## src/rtl/serial_logic_unit_pkg.sv

```systemverilog
// ============================================================================
//  Module : serial_logic_unit_pkg
//  Brief  : Shared op and state encodings for the slice-serial logic unit.
//  Rev    : 1.0  initial release
// ============================================================================
`default_nettype none

package serial_logic_unit_pkg;

    localparam logic [1:0] LOGIC_AND = 2'b00;
    localparam logic [1:0] LOGIC_OR  = 2'b01;
    localparam logic [1:0] LOGIC_XOR = 2'b10;
    localparam logic [1:0] LOGIC_NOR = 2'b11;

    typedef enum logic [1:0] {
        S_IDLE = 2'd0,
        S_RUN  = 2'd1,
        S_DONE = 2'd2
    } state_t;

endpackage

`default_nettype wire

```

## src/rtl/serial_logic_unit_logic_slice.sv

```systemverilog
// ============================================================================
//  Module : logic_slice
//  Brief  : SLICE-bit combinational AND/OR/XOR/NOR selected by op.
//  Rev    : 1.0  initial release
// ============================================================================
`default_nettype none

module logic_slice
    import serial_logic_unit_pkg::*;
#(
    parameter int SLICE = 4
) (
    input  logic [1:0]       op,
    input  logic [SLICE-1:0] a,
    input  logic [SLICE-1:0] b,
    output logic [SLICE-1:0] y
);

    always_comb begin
        y = '0;
        case (op)
            LOGIC_AND: y = a & b;
            LOGIC_OR:  y = a | b;
            LOGIC_XOR: y = a ^ b;
            LOGIC_NOR: y = ~(a | b);
            default:   y = '0;
        endcase
    end

endmodule

`default_nettype wire

```

## src/rtl/serial_logic_unit.sv

```systemverilog
// ============================================================================
//  Module : serial_logic_unit
//  Brief  : Multi-cycle bitwise logic unit, one SLICE-bit slice per clock,
//           LSB slice first; result/zero held until the next accepted start.
//  Rev    : 1.0  initial release
// ============================================================================
`default_nettype none

module serial_logic_unit
    import serial_logic_unit_pkg::*;
#(
    parameter int WIDTH = 32,
    parameter int SLICE = 4
) (
    input  logic             clk,
    input  logic             reset,
    input  logic             start,
    input  logic [1:0]       op,
    input  logic [WIDTH-1:0] a,
    input  logic [WIDTH-1:0] b,
    output logic             busy,
    output logic             done,
    output logic [WIDTH-1:0] result,
    output logic             zero
);

    localparam int               c_nslice = WIDTH / SLICE;
    localparam int               c_cnt_w  = (c_nslice > 1) ? $clog2(c_nslice) : 1;
    localparam logic [c_cnt_w-1:0] c_last = c_cnt_w'(c_nslice - 1);

    state_t             r_state;
    state_t             w_state_nxt;
    logic [c_cnt_w-1:0] r_cnt;
    logic [WIDTH-1:0]   r_a_sh;
    logic [WIDTH-1:0]   r_b_sh;
    logic [1:0]         r_op;
    logic [WIDTH-1:0]   r_result;
    logic               r_zero;
    logic [SLICE-1:0]   w_slice;
    logic [WIDTH-1:0]   w_result_upd;
    logic               w_accept;
    logic               w_last;

    assign w_accept = start && (r_state != S_RUN);
    assign w_last   = (r_cnt == c_last);

    logic_slice #(
        .SLICE (SLICE)
    ) u_logic_slice (
        .op (r_op),
        .a  (r_a_sh[SLICE-1:0]),
        .b  (r_b_sh[SLICE-1:0]),
        .y  (w_slice)
    );

    // Drop the freshly computed slice into the position selected by the counter.
    always_comb begin
        w_result_upd = r_result;
        for (int i = 0; i < c_nslice; i++) begin
            if (r_cnt == c_cnt_w'(i)) begin
                w_result_upd[i*SLICE +: SLICE] = w_slice;
            end
        end
    end

    always_comb begin
        w_state_nxt = r_state;
        case (r_state)
            S_IDLE:  if (start) w_state_nxt = S_RUN;
            S_RUN:   if (w_last) w_state_nxt = S_DONE;
            S_DONE:  w_state_nxt = start ? S_RUN : S_IDLE;
            default: w_state_nxt = S_IDLE;
        endcase
    end

    always_ff @(posedge clk) begin
        if (reset) begin
            r_state  <= S_IDLE;
            r_cnt    <= '0;
            r_a_sh   <= '0;
            r_b_sh   <= '0;
            r_op     <= LOGIC_AND;
            r_result <= '0;
            r_zero   <= 1'b0;
        end else begin
            r_state <= w_state_nxt;
            if (w_accept) begin
                r_a_sh   <= a;
                r_b_sh   <= b;
                r_op     <= op;
                r_cnt    <= '0;
                r_result <= '0;
                r_zero   <= 1'b0;
            end else if (r_state == S_RUN) begin
                r_a_sh   <= r_a_sh >> SLICE;
                r_b_sh   <= r_b_sh >> SLICE;
                r_cnt    <= w_last ? '0 : r_cnt + 1'b1;
                r_result <= w_result_upd;
                // Unwritten upper slices are still zero, so the partial compare covers them.
                if (w_last) begin
                    r_zero <= (r_result == '0) && (w_slice == '0);
                end
            end
        end
    end

    assign busy   = (r_state == S_RUN);
    assign done   = (r_state == S_DONE);
    assign result = r_result;
    assign zero   = r_zero;

endmodule

`default_nettype wire

```

## config.mk

```make
export PLATFORM = sky130hd
export DESIGN_NAME = serial_logic_unit
export DESIGN_NICKNAME = d
export VERILOG_FILES = /design/src/rtl/serial_logic_unit_pkg.sv /design/src/rtl/serial_logic_unit_logic_slice.sv /design/src/rtl/serial_logic_unit.sv
export SDC_FILE = /design/constraint.sdc
export NUM_CORES = 1
export LEC_CHECK = 0
export CORE_ASPECT_RATIO = 0.6
export CORE_UTILIZATION = 35
export DETAILED_ROUTE_END_ITERATION = 6
export PLACE_DENSITY = 0.61
export SLEW_MARGIN = 20
export SYNTH_ARGS = -nofsm -noshare
export SYNTH_HDL_FRONTEND = slang
export SYNTH_SLANG_ARGS = --single-unit
```

## constraint.sdc

```tcl
create_clock -name clk -period 4 [get_ports clk]
set_input_delay 1.2 -clock clk [delete_from_list [all_inputs] [get_ports clk]]
set_output_delay 1.2 -clock clk [all_outputs]
set_load 0.05 [all_outputs]
```

---- Word level (Yosys, flattened, before mapping) ----
Index checks and enable logic that the tools add are counted.
cells by class
  $add $sub $neg .......................... 1
  eq/ne operators ......................... 15
  multiplexer cells ....................... 10
  bitwise logic cells ..................... 4
  reduce and logical (&&, ||, !) cells .... 18
operator list
  operator             count
  $mux 32              4
  $logic_not 32->1     1
  $reduce_and 2->1     9
  $pmux 4 s4           1
  $eq 3x3->1 const B   4
  $eq 2x2->1 const B   3
  $eq 3x2->1 const B   2
  $pmux 2 s3           1
  $and 4x4->4          1
  $eq 2x1->1 const B   2
  $logic_not 2->1      2
  $logic_not 4->1      1
  $mux 2               2
  $ne 2x1->1 const B   2
  $not 4->4            1
  $or 4x4->4           1
  $xor 4x4->4          1
  $add 3x1->3 const B  1
  $eq 3x1->1 const B   1
  $logic_not 3->1      1
  $mux 3               1
  $logic_and 1x1->1    2
  $ne 2x2->1 const B   1
  $reduce_bool 2->1    1
  2 further kinds      2
word-level totals
  register bits after elaboration ......... 104
  bits of input ports ..................... 69
  output and inout bits ................... 35
  logic and storage cells ................. 62

---- Longest topological paths before layout ----
Gate-level depths: netlist of run 1.
  depth in word-level cells ............... 5
  mapped depth ............................ 7
  mapped depth without buffers ............ 6

---- Modules after synthesis ----
From an unflattened synthesis of run 1, not the netlist that was laid out.
unflattened totals
  cells, all modules ...................... 490
  area total of the unflattened synthesis .. 4635.7 um^2
modules (own cells, without submodules)
  module             instances  cells an instance  area each (um^2)
  serial_logic_unit  1          460                4375.4
  logic_slice        1          30                 260.2

---- Worst setup path after synthesis of run 1 ----
No wires, ideal clock.
  path kind ............................... register to output
  start ................................... register r_state[1]
  end ..................................... output busy
  arrival ................................. 1.059 ns
  setup slack ............................. 1.741 ns
  stages on the path, launching flop included .. 5
  buffers on the path ..................... 2
  cells stage by stage .................... dfxtp_1 > nand2b_1 > inv_1 > buf_2 > buf_2
on the way
  longest elaborated chain between the ends .. 1
ends and longest elaborated chain
  element                 RTL line                  source
  start, declared         serial_logic_unit.sv:31   state_t r_state;
  start signal, assigned  serial_logic_unit.sv:86   r_state <= w_state_nxt;
  $eq 2x1->1              serial_logic_unit.sv:107  assign busy = (r_state == S_RUN);
  end, declared           serial_logic_unit.sv:21   output logic busy,
Every way passes these cells.

---- Worst setup path after layout of run 1 ----
  start ................................... register r_state[0]
  end ..................................... output busy
Same word-level chain as after synthesis.

==> results.ini, run 1 <==
[status]
status=finished, violations left
violations=DRC

[drt]
drcViolationCount=5
viasPerCell=5.21
antenna_left=0
drtPass1Iterations=7
drt-total-wl_microns=12900
highest_layer=met4
drt_iter0_drc=310
wl_per_cell_microns=16.6
wl_met3_microns=811
vias=4052
routed-wl-met2_microns=5350
wl_met1_microns=6600

[floorplanning]
die_h_microns=92.2
core_sq_mm=0.0131
io_pins=104
core.rowCount=32
die-area_sq_mm=0.0141
initial_utilization_pct=36.4
die-width_microns=152

[place]
gp_routability_congestion=0.833
io_buffers=103
placed_area_sq_mm=0.00582
hpwl_microns=8910

[clock_tree]
htree_levels=3
post-cts-setup-buffers=0
cts_tree=yes
cts.clk_slew.worst_paths_ps=70
clk_latency_ps=350
root_buffer=clkbuf_16
clkSinkCount=104
cts-hold-fix-buffers=0
cts_made_buffers=9
cts-resized-gates=0
cts_buffer_depth=2

[sta]
tightest_slew_ps=819
final.setup.tns_ps=0
finalSetupViolations=0
clock_skew_ps=8.44
maxSlewHeadroom_pct=45.4
rsz0062_at_grt=no
period_share_pct=73.7
slew_violations=0
fmax_ghz=0.339
hold_viol=0
fin_crit_ps=2950

[logic_synthesis]
synth_largest_area_cell=dfxtp_1
synth_area_leaders=dfxtp_1 (44%), mux2i_1 (13%), a211oi_1 (9.0%), nor2_1 (5.8%), a21oi_1 (3.9%)
avgSynthCellArea_sq_um=9.08
ys_types=31
ys.warnings.count=0
synth_nets=606
netlist_area_sq_mm=0.00475
synth-main-ff-cell=dfxtp_1
synth_async_sr_flop_share_pct=0
synth.top_cells.by_count=dfxtp_1 (104), nor2_1 (74), mux2i_1 (64), a211oi_1 (57), nand2_1 (44)
synth-seq-cells=104
yosysSeqAreaShare_pct=43.8
syn_inst=523
synth_edf_count=0
yosysMostFrequentCell=dfxtp_1
yosys.area.top_type_share_pct=43.8

[run]
drv_cap=0

[min_path]
hold_path_depth=2
hold_class=reg2reg

[global_routing]
grt_pass1_vias=3810
antenna_found_initial=0
track_usage_pct=18.7
grt_pass1_wl_microns=20400
grt.overflow.total=0
grt_max_degree=119

[setup_path]
setup.worst_path.class=reg2out
cp_data_required_time_ps=2800
crit_path_top_delay_cell=clkdlybuf4s50_1
end_kind=output pin
worstSetupStartpointType=register
r2r_cells=6
max_stage_delay_ps=810
path_delay_family=buffers and inverters
cp_max_fo=4
critical_path_arrival_ps=1750
path_buf_inv=2
crit_chain=nand2b_4, inv_1, clkdlybuf4s50_1
cp_num_cells=3

[pwr]
cellPowerDensity_mw_per_mm2=382
p_leak_nw=2.39
peakVddDrop_uv=232

[finish]
nNetsFinal=685
num_antenna_cells=0
drive_gt1_share_pct=5.77
design_area_sq_mm=0.00609
fillers=1210
ff_latch_area_sq_mm=0.00208
multi_input_area_sq_mm=0.00239
syn2layout_area_growth_pct=28.3

[final timing paths]
path	end	startpoint	slack, ps
setup reg to reg	result[28]$_SDFFE_PP0P_	r_state[1]$_SDFFE_PP0P_	1950
hold reg to reg	result[8]$_SDFFE_PP0P_	result[8]$_SDFFE_PP0P_	470
hold / removal	result[8]$_SDFFE_PP0P_	result[8]$_SDFFE_PP0P_	470
setup / recovery	busy	r_state[0]$_SDFFE_PP0P_	1050
[logic make-up (layout without fill, tap and decap cells)]
kind of cell	count (synthesis)	in the layout	share of synthesized area [%]
simple gates	179	179	17.4
compound gates	106	106	15.6
flops	104	104	43.8
mux	64	64	13.5
buf+inv	56	140	6.01
fa+ha+maj	14	14	3.69
[placed cells by master (no fill, tap or decap), drive strengths merged, types with 10 or more instances in the layout]
cell           synthesis  layout
ha                    14      14
inv                   16      18
nand2                 44      44
nand4                 11      11
clkbuf                14      10
dfxtp                104     104
a211oi                57      57
nor2                  74      74
nand3                 29      29
clkdlybuf4s50          0     101
mux2i                 64      64
a21oi                 37      37
[worst min-delay path: stages (launching register included)]
cell	delay, ps
dfxtp_1	320
nand2_1	50
a21oi_1	50
[layout make-up]
class                      count  area share, %
clock buffer                  10           3.76
clock inverter                 6          0.719
inverter                      16          0.985
multi-input combinational    363           39.2
sequential                   104           34.2
tap                          170           3.49
timing repair buffer         108           17.7
[per-stage QoR]
stage	setup WS (ps)	hold WS (ps)	total power, mW	cells	util [%]
final	1050	470	2.33	777	46.7
after global routing	973	492	2.44	777	46.7
after CTS	1060	472	2.35	777	46.7
after detailed placement	1440	461	1.52	761	44.6
after global placement	1460	464	1.51	761	44.6
after floorplan	1740	461	1.40	523	-
[flip-flops by register name (all words and copies together), names as in the netlist]
signal,count
r_a_sh,32
r_b_sh,32
r_cnt,3
r_op,2
r_state,2
result,32
zero,1
[report_power, final]
| group | switching (mW) | internal (mW) |
|---|---|---|
| logic | 0.194 | 0.164 |
| registers | 0.0450 | 1.10 |
| clock network | 0.400 | 0.426 |
[routing by layer]
layer	global-route usage, %	vias up
li1	-	2005
met1	26.7	1913
met2	27.0	126
met3	5.39	8
met4	5.02	0
met5	0	-
(Power assumes the default switching activity.)
==> inputs of run 2 (changes only) <==
- clock period: 4 -> 2.8 ns (I/O delays scaled with it)
==> results.ini, run 2 (synthesized netlist as in run 1, its figures left out) <==
[sta]
period_share_pct=89.3
tightest_slew_ps=655  ; was 819 ps
maxSlewHeadroom_pct=56.3  ; was 45.4%
fmax_ghz=0.400
slew_violations=0  ; unchanged
finalSetupViolations=0  ; unchanged
hold_viol=0  ; unchanged
fin_crit_ps=2500
rsz0062_at_grt=no  ; unchanged
clock_skew_ps=8.31  ; was 8.44 ps
final.setup.tns_ps=0  ; unchanged

[drt]
vias=4088  ; was 4,052
drt_iter0_drc=318  ; was 310
drcViolationCount=8  ; was 5
drt-total-wl_microns=12600  ; was 12,900 microns
wl_per_cell_microns=16.2  ; was 16.6 microns
drtPass1Iterations=7  ; unchanged
viasPerCell=5.25  ; was 5.21
antenna_left=0  ; unchanged

[global_routing]
met3_usage_pct=5.39  ; unchanged
gr-usage-met1_pct=26.7  ; about the same
top_usage_layer=met2  ; unchanged
grt_pass1_wl_microns=20300  ; was 20,400 microns
grt_pass1_vias=3853  ; was 3,810
grt_max_degree=61  ; was 119
antenna_found_initial=1  ; was 0
met2_usage_pct=26.8  ; was 27.0%
grt.overflow.total=0  ; unchanged
track_usage_pct=18.6  ; was 18.7%

[finish]
final_cell_mix=dfxtp_1 (104), clkdlybuf4s50_1 (100), nor2_1 (74)  ; was dfxtp_1 (104), clkdlybuf4s50_1 (101), nor2_1 (74)
design_area_sq_mm=0.00613  ; was 0.00609 sq mm
instances_no_fill=779  ; was 777
syn2layout_area_growth_pct=29.2  ; was 28.3%
fillers=1235  ; was 1,210
drive_gt1_share_pct=6.09  ; was 5.77%
nNetsFinal=686  ; was 685
ff_latch_area_sq_mm=0.00208  ; unchanged
multi_input_area_sq_mm=0.00239  ; unchanged
layout_commonest_cell=dfxtp_1  ; unchanged

[setup_path]
crit_path_top_delay_cell=clkdlybuf4s50_1  ; unchanged
setup.worst_path.class=reg2out  ; unchanged
critical_path_arrival_ps=1660  ; was 1750 ps
max_stage_delay_ps=810  ; about the same
cp_max_fo=3  ; was 4
crit_chain=nor2b_1, clkdlybuf4s50_1  ; was nand2b_4, inv_1, clkdlybuf4s50_1
worstSetupStartpointType=register  ; unchanged
cp_data_required_time_ps=1960  ; was 2800 ps
end_kind=output pin  ; unchanged

[floorplanning]
core_sq_mm=0.0131  ; unchanged
core.rowCount=32  ; unchanged
die-area_sq_mm=0.0141  ; unchanged
initial_utilization_pct=36.4  ; unchanged
io_pins=104  ; unchanged
die-width_microns=152  ; unchanged
die_h_microns=92.2  ; unchanged

[place]
io_buffers=103  ; unchanged
placed_area_sq_mm=0.00584  ; was 0.00582 sq mm
hpwl_microns=8920  ; was 8910 microns
gp_routability_congestion=0.836  ; was 0.833
place_inst=762  ; was 761

[pwr]
cellPowerDensity_mw_per_mm2=556  ; was 382 mW/mm^2
p_sw_mw=0.909  ; was 0.639 mW
internal_power_mw=2.50  ; was 1.69 mW
pwr-share-seq_pct=47.9  ; was 49.1%
power_switching_share_pct=26.6  ; was 27.5%
p_leak_nw=2.40  ; was 2.39 nW
peakVddDrop_uv=295  ; was 232 uV
p_comb_share_pct=15.0  ; was 15.4%
p_clk_share_pct=37.1  ; was 35.5%

[clock_tree]
cts.clk_slew.worst_paths_ps=70  ; about the same
cts-hold-fix-buffers=0  ; unchanged
post-cts-setup-buffers=0  ; unchanged
clkSinkCount=104  ; unchanged
cts_buffer_depth=2  ; unchanged
cts_made_buffers=9  ; unchanged
root_buffer=clkbuf_16  ; unchanged
clk_latency_ps=350  ; about the same
cts_tree=yes  ; unchanged
htree_levels=3  ; unchanged
cts-resized-gates=0  ; unchanged

[run]
drv_cap=0  ; unchanged

[status]
violations=DRC  ; unchanged
status=finished, violations left  ; unchanged

[min_path]
hold_class=reg2reg  ; unchanged

[run 2: path summary, 6_finish.rpt]
check | depth (start not counted) | slack (ps) | end | from
worst max register to register | 4 | 910 | r_a_sh[30]$_SDFFE_PP0P_ | r_state[1]$_SDFFE_PP0P_
worst min register to register | 2 | 480 | result[4]$_SDFFE_PP0P_ | result[4]$_SDFFE_PP0P_
worst max-delay path | 2 | 300 | done | r_state[1]$_SDFFE_PP0P_
worst min-delay path | 2 | 480 | result[4]$_SDFFE_PP0P_ | result[4]$_SDFFE_PP0P_
[run 2: worst max-delay path: cells and delay by family, from the launching register on]
kind	cells	cell delay, ps
buffers and inverters	1	810
flip-flops	1	360
AND/OR/NAND/NOR	1	140
[run 2: cell type report]
cell class	instances	share of cell area [%]
Multi-Input combinational cell	363	39.0
Inverter	16	0.979
Antenna cell	1	0.0408
Tap cell	170	3.47
Clock inverter	6	1.10
Clock buffer	10	3.73
Sequential cell	104	33.9
Timing Repair Buffer	109	17.8
[run 2: layer usage]
metal  share of wire (%)  up-vias  routed length (microns)
met5                   0        -                        0
met4                0.79        0                       99
met3                 6.1       10                      768
met2                  41      111                     5200
met1                  52     1942                     6520
li1                    -     2025                        -
[run 2: power by group through the flow]
stage          sequential, mW  combinational (mW)  clock, mW
2_1_floorplan            1.65               0.346          0
3_3_place_gp             1.67               0.498          0
4_1_cts                  1.63               0.512       1.29
3_5_place_dp             1.67               0.508          0
5_1_grt                  1.65               0.559       1.35
6_report                 1.64               0.511       1.27
[run 2: through the flow]
stage	hold slack [ps]	setup slack (ps)	power (mW)	util, %
floorplan	461	901	1.99	-
global placement	461	662	2.16	44.7
detailed placement	468	662	2.18	44.7
CTS	477	283	3.44	47.0
global route	498	235	3.56	47.0
finish	476	301	3.41	47.0
==> inputs of run 3 (changes only) <==
- CTS_CLUSTER_SIZE: not set -> 8
- PLACE_DENSITY: 0.61 -> 0.64
- SLEW_MARGIN: 20 -> not set
==> results.ini, run 3 (synthesized netlist as in run 1, its figures left out) <==
[place]
placed_area_sq_mm=0.00584  ; about the same
hpwl_microns=8960  ; was 8920 microns
gp_routability_congestion=0.851  ; was 0.836
io_buffers=103  ; unchanged

[finish]
final_cell_mix=dfxtp_1 (104), clkdlybuf4s50_1 (100), nor2_1 (74)  ; unchanged
layout_commonest_cell=dfxtp_1  ; unchanged
syn2layout_area_growth_pct=29.5  ; was 29.2%
drive_gt1_share_pct=6.40  ; was 6.09%
nNetsFinal=687  ; was 686
design_area_sq_mm=0.00615  ; was 0.00613 sq mm

[min_path]
hold_path_depth=2  ; unchanged
worstHoldStart=result[20]$_SDFFE_PP0P_  ; was result[4]$_SDFFE_PP0P_
min_to=result[20]$_SDFFE_PP0P_  ; was result[4]$_SDFFE_PP0P_
hold_class=reg2reg  ; unchanged

[drt]
vias=4037  ; was 4,088
wl_per_cell_microns=15.9  ; was 16.2 microns
drtPass1Iterations=7  ; unchanged
antenna_left=0  ; unchanged
drt-total-wl_microns=12400  ; was 12,600 microns
drt_iter0_drc=305  ; was 318
drcViolationCount=11  ; was 8
viasPerCell=5.18  ; was 5.25

[clock_tree]
clk_latency_ps=350  ; about the same
clkSinkCount=104  ; unchanged
cts-resized-gates=0  ; unchanged
cts_tree=yes  ; unchanged
cts_buffer_depth=2  ; unchanged
root_buffer=clkbuf_16  ; unchanged
htree_levels=3  ; unchanged
cts_made_buffers=9  ; unchanged
cts-hold-fix-buffers=0  ; unchanged
cts.clk_slew.worst_paths_ps=70  ; about the same
post-cts-setup-buffers=0  ; unchanged

[global_routing]
antenna_found_initial=1  ; unchanged
top_usage_layer=met2  ; unchanged
grt_pass1_vias=4010  ; was 3,853
met2_usage_pct=27.9  ; was 26.8%
track_usage_pct=18.3  ; was 18.6%
grt.overflow.total=0  ; unchanged
gr-usage-met1_pct=24.1  ; was 26.7%
grt_max_degree=64  ; was 61
met3_usage_pct=6.76  ; was 5.39%
grt_pass1_wl_microns=20200  ; was 20,300 microns

[setup_path]
end_kind=output pin  ; unchanged
path_delay_family=buffers and inverters  ; unchanged
setup.worst_path.class=reg2out  ; unchanged
max_stage_delay_ps=810  ; about the same
r2r-end=result[12]$_SDFFE_PP0P_  ; was r_a_sh[30]$_SDFFE_PP0P_
cp_data_required_time_ps=1960  ; about the same
crit_start=r_state[1]$_SDFFE_PP0P_  ; unchanged
worstSetupStartpointType=register  ; unchanged
cp_max_fo=3  ; unchanged
r2r_slack_ps=960  ; was 910 ps
path_buf_inv=1  ; unchanged
critical_path_arrival_ps=1650  ; was 1660 ps
crit_chain=nor2b_1, clkdlybuf4s50_1  ; unchanged
r2r_start=r_state[1]$_SDFFE_PP0P_  ; unchanged
crit_path_top_delay_cell=clkdlybuf4s50_1  ; unchanged
r2r_cells=6  ; was 4

[floorplanning]
core.rowCount=32  ; unchanged
initial_utilization_pct=36.4  ; unchanged
die_h_microns=92.2  ; unchanged
die-area_sq_mm=0.0141  ; unchanged
io_pins=104  ; unchanged
core_sq_mm=0.0131  ; unchanged
die-width_microns=152  ; unchanged

[pwr]
cellPowerDensity_mw_per_mm2=558  ; was 556 mW/mm^2
peakVddDrop_uv=304  ; was 295 uV
p_leak_nw=2.41  ; was 2.40 nW

[sta]
tightest_slew_ps=647  ; was 655 ps
rsz0062_at_grt=no  ; unchanged
clock_skew_ps=7.87  ; was 8.31 ps
finalSetupViolations=0  ; unchanged
hold_viol=0  ; unchanged
fin_crit_ps=2490  ; was 2500 ps
maxSlewHeadroom_pct=56.8  ; was 56.3%
fmax_ghz=0.401  ; was 0.400 GHz
slew_violations=0  ; unchanged
final.setup.tns_ps=0  ; unchanged
period_share_pct=89.0  ; was 89.3%

[run]
drv_cap=0  ; unchanged

[status]
violations=DRC  ; unchanged
status=finished, violations left  ; unchanged

## run 3: metrics by stage
| stage | cells | utilization [%] | hold WS [ps] | power [mW] | setup slack (ps) |
|---|---|---|---|---|---|
| final | 780 | 47.1 | 479 | 3.43 | 308 |
| after CTS | 779 | 47.1 | 480 | 3.46 | 277 |
| after detailed placement | 763 | 44.8 | 468 | 2.17 | 661 |
| after global routing | 779 | 47.1 | 490 | 3.58 | 222 |
| after floorplan | 523 | - | 461 | 1.99 | 901 |
| after global placement | 763 | 44.8 | 463 | 2.16 | 664 |
## run 3: per-layer routing
layer	routed length, microns	part of all wire (%)
met5	0	0
met4	131	1.1
met3	1120	9.0
met2	5200	42
met1	5930	48
## run 3: worst register-to-register path: cells and delay by family (launching register included)
| family | cells | cell delay [ps] |
|---|---|---|
| buf+inv | 2 | 770 |
| flops | 1 | 360 |
| simple gates | 3 | 470 |
| compound gates | 1 | 100 |
## run 3: worst max-delay path by stage
| stage | depth (start not counted) | end |
|---|---|---|
| 2_1_floorplan | 4 | busy |
| 3_3_place_gp | 2 | done |
| 3_5_place_dp | 2 | done |
| 4_1_cts | 2 | done |
| 5_1_grt | 2 | done |
| 6_report | 2 | done |
## run 3: power by group
part | switching [mW] | internal (mW)
Clock | 0.571 | 0.721
Sequential | 0.0638 | 1.57
Combinational | 0.269 | 0.236
Total | 0.904 | 2.53
## run 3: final cells by class
| cell class | instances | area [sq um] |
|---|---|---|
| fillers | 1236 | 6900 |
| flip-flops and latches | 104 | 2080 |
| well taps | 170 | 213 |
| repair buffers | 110 | 1100 |
| inverters | 16 | 60.1 |
| multi-input cells | 363 | 2390 |
| clock buffers | 10 | 239 |
| diodes | 1 | 2.50 |
| clock inverters | 6 | 67.6 |
